--- src/rtl/mult_div_unit.sv ---
// Multicycle signed multiply (radix-2 Booth) / divide (restoring) engine producing Hi/Lo.
// Results land on hi/lo only at completion; a divide by zero leaves them untouched.
module mult_div_unit #(
  parameter int WIDTH = 32
) (
  input  logic             clk,
  input  logic             reset,
  input  logic             start,
  input  logic             op,
  input  logic [WIDTH-1:0] a,
  input  logic [WIDTH-1:0] b,
  output logic [WIDTH-1:0] hi,
  output logic [WIDTH-1:0] lo,
  output logic             busy,
  output logic             done,
  output logic             div_zero
);

  localparam int CW = $clog2(WIDTH) + 1;
  localparam logic [CW-1:0] LAST = CW'(WIDTH);

  typedef enum logic [1:0] {IDLE, MULT, DIV, DONE} state_t;

  state_t           state, next_state;
  logic [CW-1:0]    count;
  logic [WIDTH:0]   acc_hi;
  logic [WIDTH-1:0] acc_lo;
  logic [WIDTH-1:0] mcand;
  logic             q_m1;
  logic             a_neg;
  logic             q_neg;
  logic             dz;
  logic             accept;
  logic             last;
  logic [WIDTH:0]   m_ext;
  logic [WIDTH:0]   booth_sum;
  logic [WIDTH:0]   rem_shift;
  logic [WIDTH:0]   rem_diff;
  logic             fits;
  logic [WIDTH-1:0] abs_a;
  logic [WIDTH-1:0] abs_b;

  assign accept = start && ((state == IDLE) || (state == DONE));
  assign last   = (count == LAST);

  always_ff @(posedge clk or negedge reset) begin
    if (!reset) state <= IDLE;
    else        state <= next_state;
  end

  // A zero divisor still spends one cycle in DIV so done/div_zero appear after E1.
  always_comb begin
    next_state = state;
    case (state)
      IDLE, DONE: next_state = start ? (op ? DIV : MULT) : IDLE;
      MULT:       if (last) next_state = DONE;
      DIV:        if (dz || last) next_state = DONE;
      default:    next_state = IDLE;
    endcase
  end

  always_comb begin
    busy     = (state == MULT) || (state == DIV);
    done     = (state == DONE);
    div_zero = (state == DONE) && dz;
  end

  always_comb begin
    m_ext     = {mcand[WIDTH-1], mcand};
    booth_sum = acc_hi;
    case ({acc_lo[0], q_m1})
      2'b01:   booth_sum = acc_hi + m_ext;
      2'b10:   booth_sum = acc_hi - m_ext;
      default: booth_sum = acc_hi;
    endcase
    rem_shift = {acc_hi[WIDTH-1:0], acc_lo[WIDTH-1]};
    fits      = (rem_shift >= {1'b0, mcand});
    rem_diff  = rem_shift - {1'b0, mcand};
    abs_a     = a[WIDTH-1] ? -a : a;
    abs_b     = b[WIDTH-1] ? -b : b;
  end

  // acc_hi is one bit wider than WIDTH so Booth subtraction of the most-negative value cannot overflow.
  always_ff @(posedge clk or negedge reset) begin
    if (!reset) begin
      count  <= '0;
      acc_hi <= '0;
      acc_lo <= '0;
      mcand  <= '0;
      q_m1   <= 1'b0;
      a_neg  <= 1'b0;
      q_neg  <= 1'b0;
      dz     <= 1'b0;
      hi     <= '0;
      lo     <= '0;
    end else if (accept) begin
      count  <= '0;
      acc_hi <= '0;
      q_m1   <= 1'b0;
      a_neg  <= a[WIDTH-1];
      q_neg  <= a[WIDTH-1] ^ b[WIDTH-1];
      dz     <= op && (b == '0);
      acc_lo <= op ? abs_a : a;
      mcand  <= op ? abs_b : b;
    end else if (state == MULT) begin
      if (!last) begin
        acc_hi <= {booth_sum[WIDTH], booth_sum[WIDTH:1]};
        acc_lo <= {booth_sum[0], acc_lo[WIDTH-1:1]};
        q_m1   <= acc_lo[0];
        count  <= count + 1'b1;
      end else begin
        hi <= acc_hi[WIDTH-1:0];
        lo <= acc_lo;
      end
    end else if ((state == DIV) && !dz) begin
      if (!last) begin
        acc_hi <= fits ? rem_diff : rem_shift;
        acc_lo <= {acc_lo[WIDTH-2:0], fits};
        count  <= count + 1'b1;
      end else begin
        lo <= q_neg ? -acc_lo : acc_lo;
        hi <= a_neg ? -acc_hi[WIDTH-1:0] : acc_hi[WIDTH-1:0];
      end
    end
  end

endmodule
--- config.mk ---
export PLATFORM = sky130hd
export DESIGN_NAME = mult_div_unit
export DESIGN_NICKNAME = d
export VERILOG_FILES = /design/src/rtl/mult_div_unit.sv
export SDC_FILE = /design/constraint.sdc
export NUM_CORES = 1
export LEC_CHECK = 0
export CAP_MARGIN = 20
export CORE_MARGIN = 8
export CORE_UTILIZATION = 25
export CTS_BUF_LIST = sky130_fd_sc_hd__clkbuf_8
export DETAILED_ROUTE_END_ITERATION = 10
export PLACE_DENSITY_LB_ADDON = 0.1
export SLEW_MARGIN = 20
export SYNTH_ARGS = -nofsm -noshare
export SYNTH_HDL_FRONTEND = slang
export SYNTH_SLANG_ARGS = --single-unit
--- constraint.sdc ---
create_clock -name clk -period 4.71 [get_ports clk]
set_input_delay 0.7065 -clock clk [delete_from_list [all_inputs] [get_ports clk]]
set_output_delay 0.7065 -clock clk [all_outputs]
set_load 0.005 [all_outputs]
* Word-level counts from Yosys, hierarchy flattened
Cells that the tools add are included. W data, S select, Z words.
Storage, ports and cells: register bits 173, bits of input ports 68, output and inout port bits 67, logic and storage cells 90
Operators by class: add/subtract/negate cells 8, magnitude comparators 1, equal/unequal tests 12, multiplexer cells 38, bitwise operators 2, reductions and logical operators 18
Operators by type and width (count):
- $mux W32 | 19
- $mux W33 | 6
- $neg A32 Y32 | 4
- $pmux W33 S2 | 1
- $add A33 B33 Y33 | 1
- $ge A33 B32 Y1 | 1
- $sub A33 B32 Y33 | 1
- $sub A33 B33 Y33 | 1
- $logic_not A32 Y1 | 1
- $mux W6 | 4
- $mux W2 | 4
- $ne A2 B2 Y1 const B | 4
- $add A6 B1 Y6 const B | 1
- $eq A2 B2 Y1 const B | 3
- $eq A6 B6 Y1 const B | 1
- $ne A3 B3 Y1 const B | 2
- $pmux W2 S3 | 1
- $eq A2 B1 Y1 const B | 2
- $logic_and A1 B1 Y1 | 4
- $reduce_and A2 Y1 | 2
- $reduce_and A4 Y1 | 1
- $reduce_bool A2 Y1 | 2
- $logic_or A1 B1 Y1 | 3
- $mux W1 | 3
- other kinds (7) | 7

* Logic depth before layout (Yosys ltp)
word-level depth 6, depth in mapped cells 19

* Worst setup path after synthesis
OpenSTA, ideal clock, no wires.
kind register to register, start register mcand[2], end register acc_hi[31], library setup time 0.134 ns, data arrival time 3.540 ns, setup slack 1.037 ns, stages on the path, launching flop included 20, path buffers 1, period minus slack after synthesis 3.673 ns, cells stage by stage dfrtp_1 > nor2_1 > nand3_1 > nor3_1 > nand2_1 > nor3_1 > a31oi_1 > xnor2_1 > ha_1 > clkbuf_1 > a21o_1 > a21o_1 > a21oi_1 > nand3b_1 > and4_1 > nand2_1 > a221oi_1 > xnor2_1 > mux2i_1 > nand4_1
On the way: cells in the longest elaborated chain, start to end 6
Ends and longest elaborated chain:
- start: declaration | RTL line 28 | logic [WIDTH-1:0] mcand;
- start signal: assignment | RTL line 104 | mcand <= op ? abs_b : b;
- $sub A33 B32 Y33 or $ge A33 B32 Y1 (tied branches) | RTL line 78, 77
- $mux W33 | RTL line 117 | acc_hi <= fits ? rem_diff : rem_shift;
- $mux W33 | RTL line 116 | if (!last) begin
- $mux W33 | RTL line 115 | end else if ((state == DIV) && !dz) begin
- $mux W33 (*) | RTL line 105 | end else if (state == MULT) begin
- $mux W33 (*) | RTL line 96 | end else if (accept) begin
- end signal: assignment | RTL line 107 | acc_hi <= {booth_sum[WIDTH], booth_sum[WIDTH:1]};
- end signal: assignment | RTL line 117
- end: declaration | RTL line 26 | logic [WIDTH:0] acc_hi;
Mark *: on every way between the ends. The rest lies on a longest branch, timed or not. The select of a mux whose other input is x is not followed. A chain may end at the register's enable or synchronous reset.

* Worst setup path after layout
Ends and elaborated chain as after synthesis.

==> flow_summary_export.csv <==
group,metric,value,unit
synth,syn-mean-instance-area,7.809,um2
power_and_ir_drop,leakage,0.006967,uW
job,cap_violations,0,
sta,period_needed,4222,ps
global_routing,grt_pass1_wl,80790,um
route,postRouteAntennaNets,0,
synth,syn_nets,2022,
synth,ys_ff_latch,173,
critical_path,r2r-end,"acc_hi[31]",
sta,hold_viol_final,0,
synth,async_flop_share,1.000,
sta,setup_viol,0,
layout,layout-drive-gt1-share,0.05739,
cts,clock_tree.root_cell,"clkbuf_8",
sta,rsz0062_at_grt,"no",
sta,fin_hold_ws,487.0,ps
synth,muxShareOfSynthArea,0.02689,
critical_path,required,5150,ps
floorplan,initial_core_util,0.2535,
sta,finalSetupTns,0,ps
global_routing,grt_overflow,0,
layout,final_area,17320,um2
min_path,holdCritPathClass,"reg2reg",
critical_path,r2r_cells,18,
critical_path,critical_path_class,"reg2reg",
placement,dp_hpwl,41300,um
critical_path,path_cells,"nor2_1 > nand3_1 > nor3_2 > nand2_1 > nor3_1 > a31oi_1 > xnor2_1 > ha_1 > a21o_1 > a21o_1 > a21oi_1 > nand3b_1 > and4_1 > nand2_1 > a221oi_1 > xnor2_1 > mux2i_1 > nand4_1",
route,drt-total-wl,51750,um
cts,clk_latency,580,ps
critical_path,endpoint,"acc_hi[31]",
synth,synth_area_leaders,"dfrtp_1, xnor2_1, nand2_1, ha_1, o21ai_0",
critical_path,crit_path_top_delay_cell,"dfrtp_1",
floorplan,coreArea,57810,um2
synth,yosys.area_share.simple,0.1916,
layout,syn2layout_area_growth,18.19,%
synth,yosys_warnings,0,
floorplan,pin_count,135,
synth,synth_cell_type_count,81,
critical_path,max_stage_delay,430,ps
synth,synthMostInstantiatedCell,"nand2_1",
synth,synth_compound_area_frac,0.2471,
critical_path,endpoint_kind,"register",
critical_path,critPathMaxFanout,7,
cts,clk_pin_slew,110,ps
power_and_ir_drop,vdd_ir_drop_max,0.3020,mV
outcome,run_status,"finished clean",
sta,drv_slew,0,
synth,synth_top_family_by_area,"compound AO/OA/AOI/OAI gates",
critical_path,cp.arrival,4660,ps
placement,gp_congestion,0.8964,
synth,synthFlopType,"dfrtp_1",
cts,clk_path_buf_depth,2,
route,vias,13440,
synth,syn-instance-count,1877,
cts,cts.sinks,173,
synth,syn_area,14660,um2
cts,cts_tree,"done",
power_and_ir_drop,power_density,846.6,nW/um2
route,routedWlPerCell,18.92,um
synth,yosysSeqAreaShare,0.2954,
placement,dpl-instance-area,16860,um2
floorplan,die-height,258.1,um
global_routing,antenna_found_initial,1,
cts,numCtsBuffers,17,
critical_path,crit_path_start_kind,"register",
sta,finClkSkew,25.52,ps
synth,synth.top_cell.area_share,0.2954,
placement,io_buffer_count,134,
cts,h-tree-depth,4,
global_routing,grt_start_max_net_pins,145,
critical_path,r2r-start,"mcand[2]",
global_routing,grt_pass1_vias,13210,
sta,slew_headroom,0.4037,
layout,fillers,6273,
synth,synth-xor-area-share,0.1225,
sta,period_share,0.8964,
synth,synth_area_leader_cell,"dfrtp_1",
route,drtIter0Drc,998,
synth,synth_common_cells,"nand2_1, dfrtp_1, o21ai_0, a21oi_1, xnor2_1",
route,vias_per_cell,4.913,
critical_path,startpoint,"mcand[2]",
sta,worstMarginPinSlew,894.4,ps
sta,fmax,236.8,MHz
floorplan,rows,88,
critical_path,reg2reg_slack,490,ps
synth,synth_adder_area_share,0.06676,
floorplan,die_w,258.1,um
layout,num-nets-final,2101,
route,drt_first_pass_iters,6,
route,drc,0,
global_routing,grtUsageTotal,0.1552,
floorplan,dieArea,66630,um2
synth,synth-edff-count,0,
## worst min path at each step
stage / start / to / slack, ps / cells after the start
3_5_place_dp: hi[24] / hi[24] / 470 / 2
2_1_floorplan: reset / a_neg / 410 / 0
5_1_grt: lo[6] / lo[6] / 520 / 2
6_report: hi[14] / hi[14] / 490 / 2
4_1_cts: reset / lo[14] / 490 / 2
3_3_place_gp: lo[6] / lo[6] / 460 / 2
## metrics by stage
stage                     utilization  total power (uW)  setup slack, ps  cells
after detailed placement       0.2917             13480            329.4   2701
after global placement         0.2917             13530            407.5   2701
final                          0.2997             14670            487.8   2735
after global routing           0.2997             16090            81.75   2735
after CTS                      0.2994             14750            289.6   2734
after floorplan                     -             10100             1037   1877
## critical path, delay by kind of cell (launching register included)
kind | cells | cell delay (ps)
mux | 1 | 240
flops | 1 | 430
xor+xnor | 2 | 560
compound gates | 5 | 870
simple gates | 9 | 1630
fa+ha+maj | 1 | 370
## cell usage in the layout (no fill, tap or decap), types with 36 or more instances in the layout
cell type / Yosys / layout
ha_1: 75 / 74
xor2_1: 75 / 75
o21ai_1: 61 / 61
nand2_1: 287 / 285
mux2i_1: 36 / 36
o21ai_0: 169 / 169
a21oi_1: 145 / 145
buf_4: 0 / 38
clkdlybuf4s50_1: 0 / 133
inv_1: 72 / 72
xnor2_1: 130 / 130
o211ai_1: 69 / 69
dfrtp_1: 173 / 173
nor2_1: 122 / 121
## sequential cells by signal (all words and copies together), names as in the netlist
register / cells
q_neg: 1
a_neg: 1
acc_hi: 33
q_m1: 1
count: 6
hi: 32
dz: 1
mcand: 32
state: 2
acc_lo: 32
lo: 32
## what timing repair did
item | CTS | global route
setup buffers | 0 | 0
endpoints found under the setup margin | 0 | 2
gates resized for setup | 0 | 2
endpoints found under the hold margin | 29 | 0
hold buffers | 1 | 0
## cell families (layout without fill, tap and decap cells)
group	count (synthesis)	after routing
AO/OA/AOI/OAI	598	598
AND/OR/NAND/NOR	596	596
flip-flops	173	173
other	0	1
adder cells (fa/ha/maj)	77	77
buffers and inverters	189	281
XOR/XNOR	205	205
multiplexers	39	39
## layer usage
metal,track usage,share of wire,vias to the layer above
met5,0,0,-
met1,0.2347,0.53,6314
li1,-,-,6831
met4,0.03859,0.012,0
met2,0.2213,0.41,263
met3,0.03043,0.048,30
## area by class of cell
cell class / instances / area [um2] / area share
sequential: 173 / 4329 / 0.2499
timing repair buffer: 175 / 1678 / 0.09686
clock buffer: 17 / 234.0 / 0.01351
tap: 765 / 957.2 / 0.05525
multi-input combinational: 1515 / 9644 / 0.5567
clock inverter: 15 / 200.2 / 0.01156
inverter: 74 / 277.8 / 0.01603
antenna: 1 / 2.502 / 0.0001445
## power breakdown
group	leakage, uW	internal [uW]	switching [uW]
clock	0.000218	464	738
sequential	0.00225	2080	817
combinational	0.00450	4200	6360
total	0.00697	6750	7920
(Power assumes the default switching activity.)
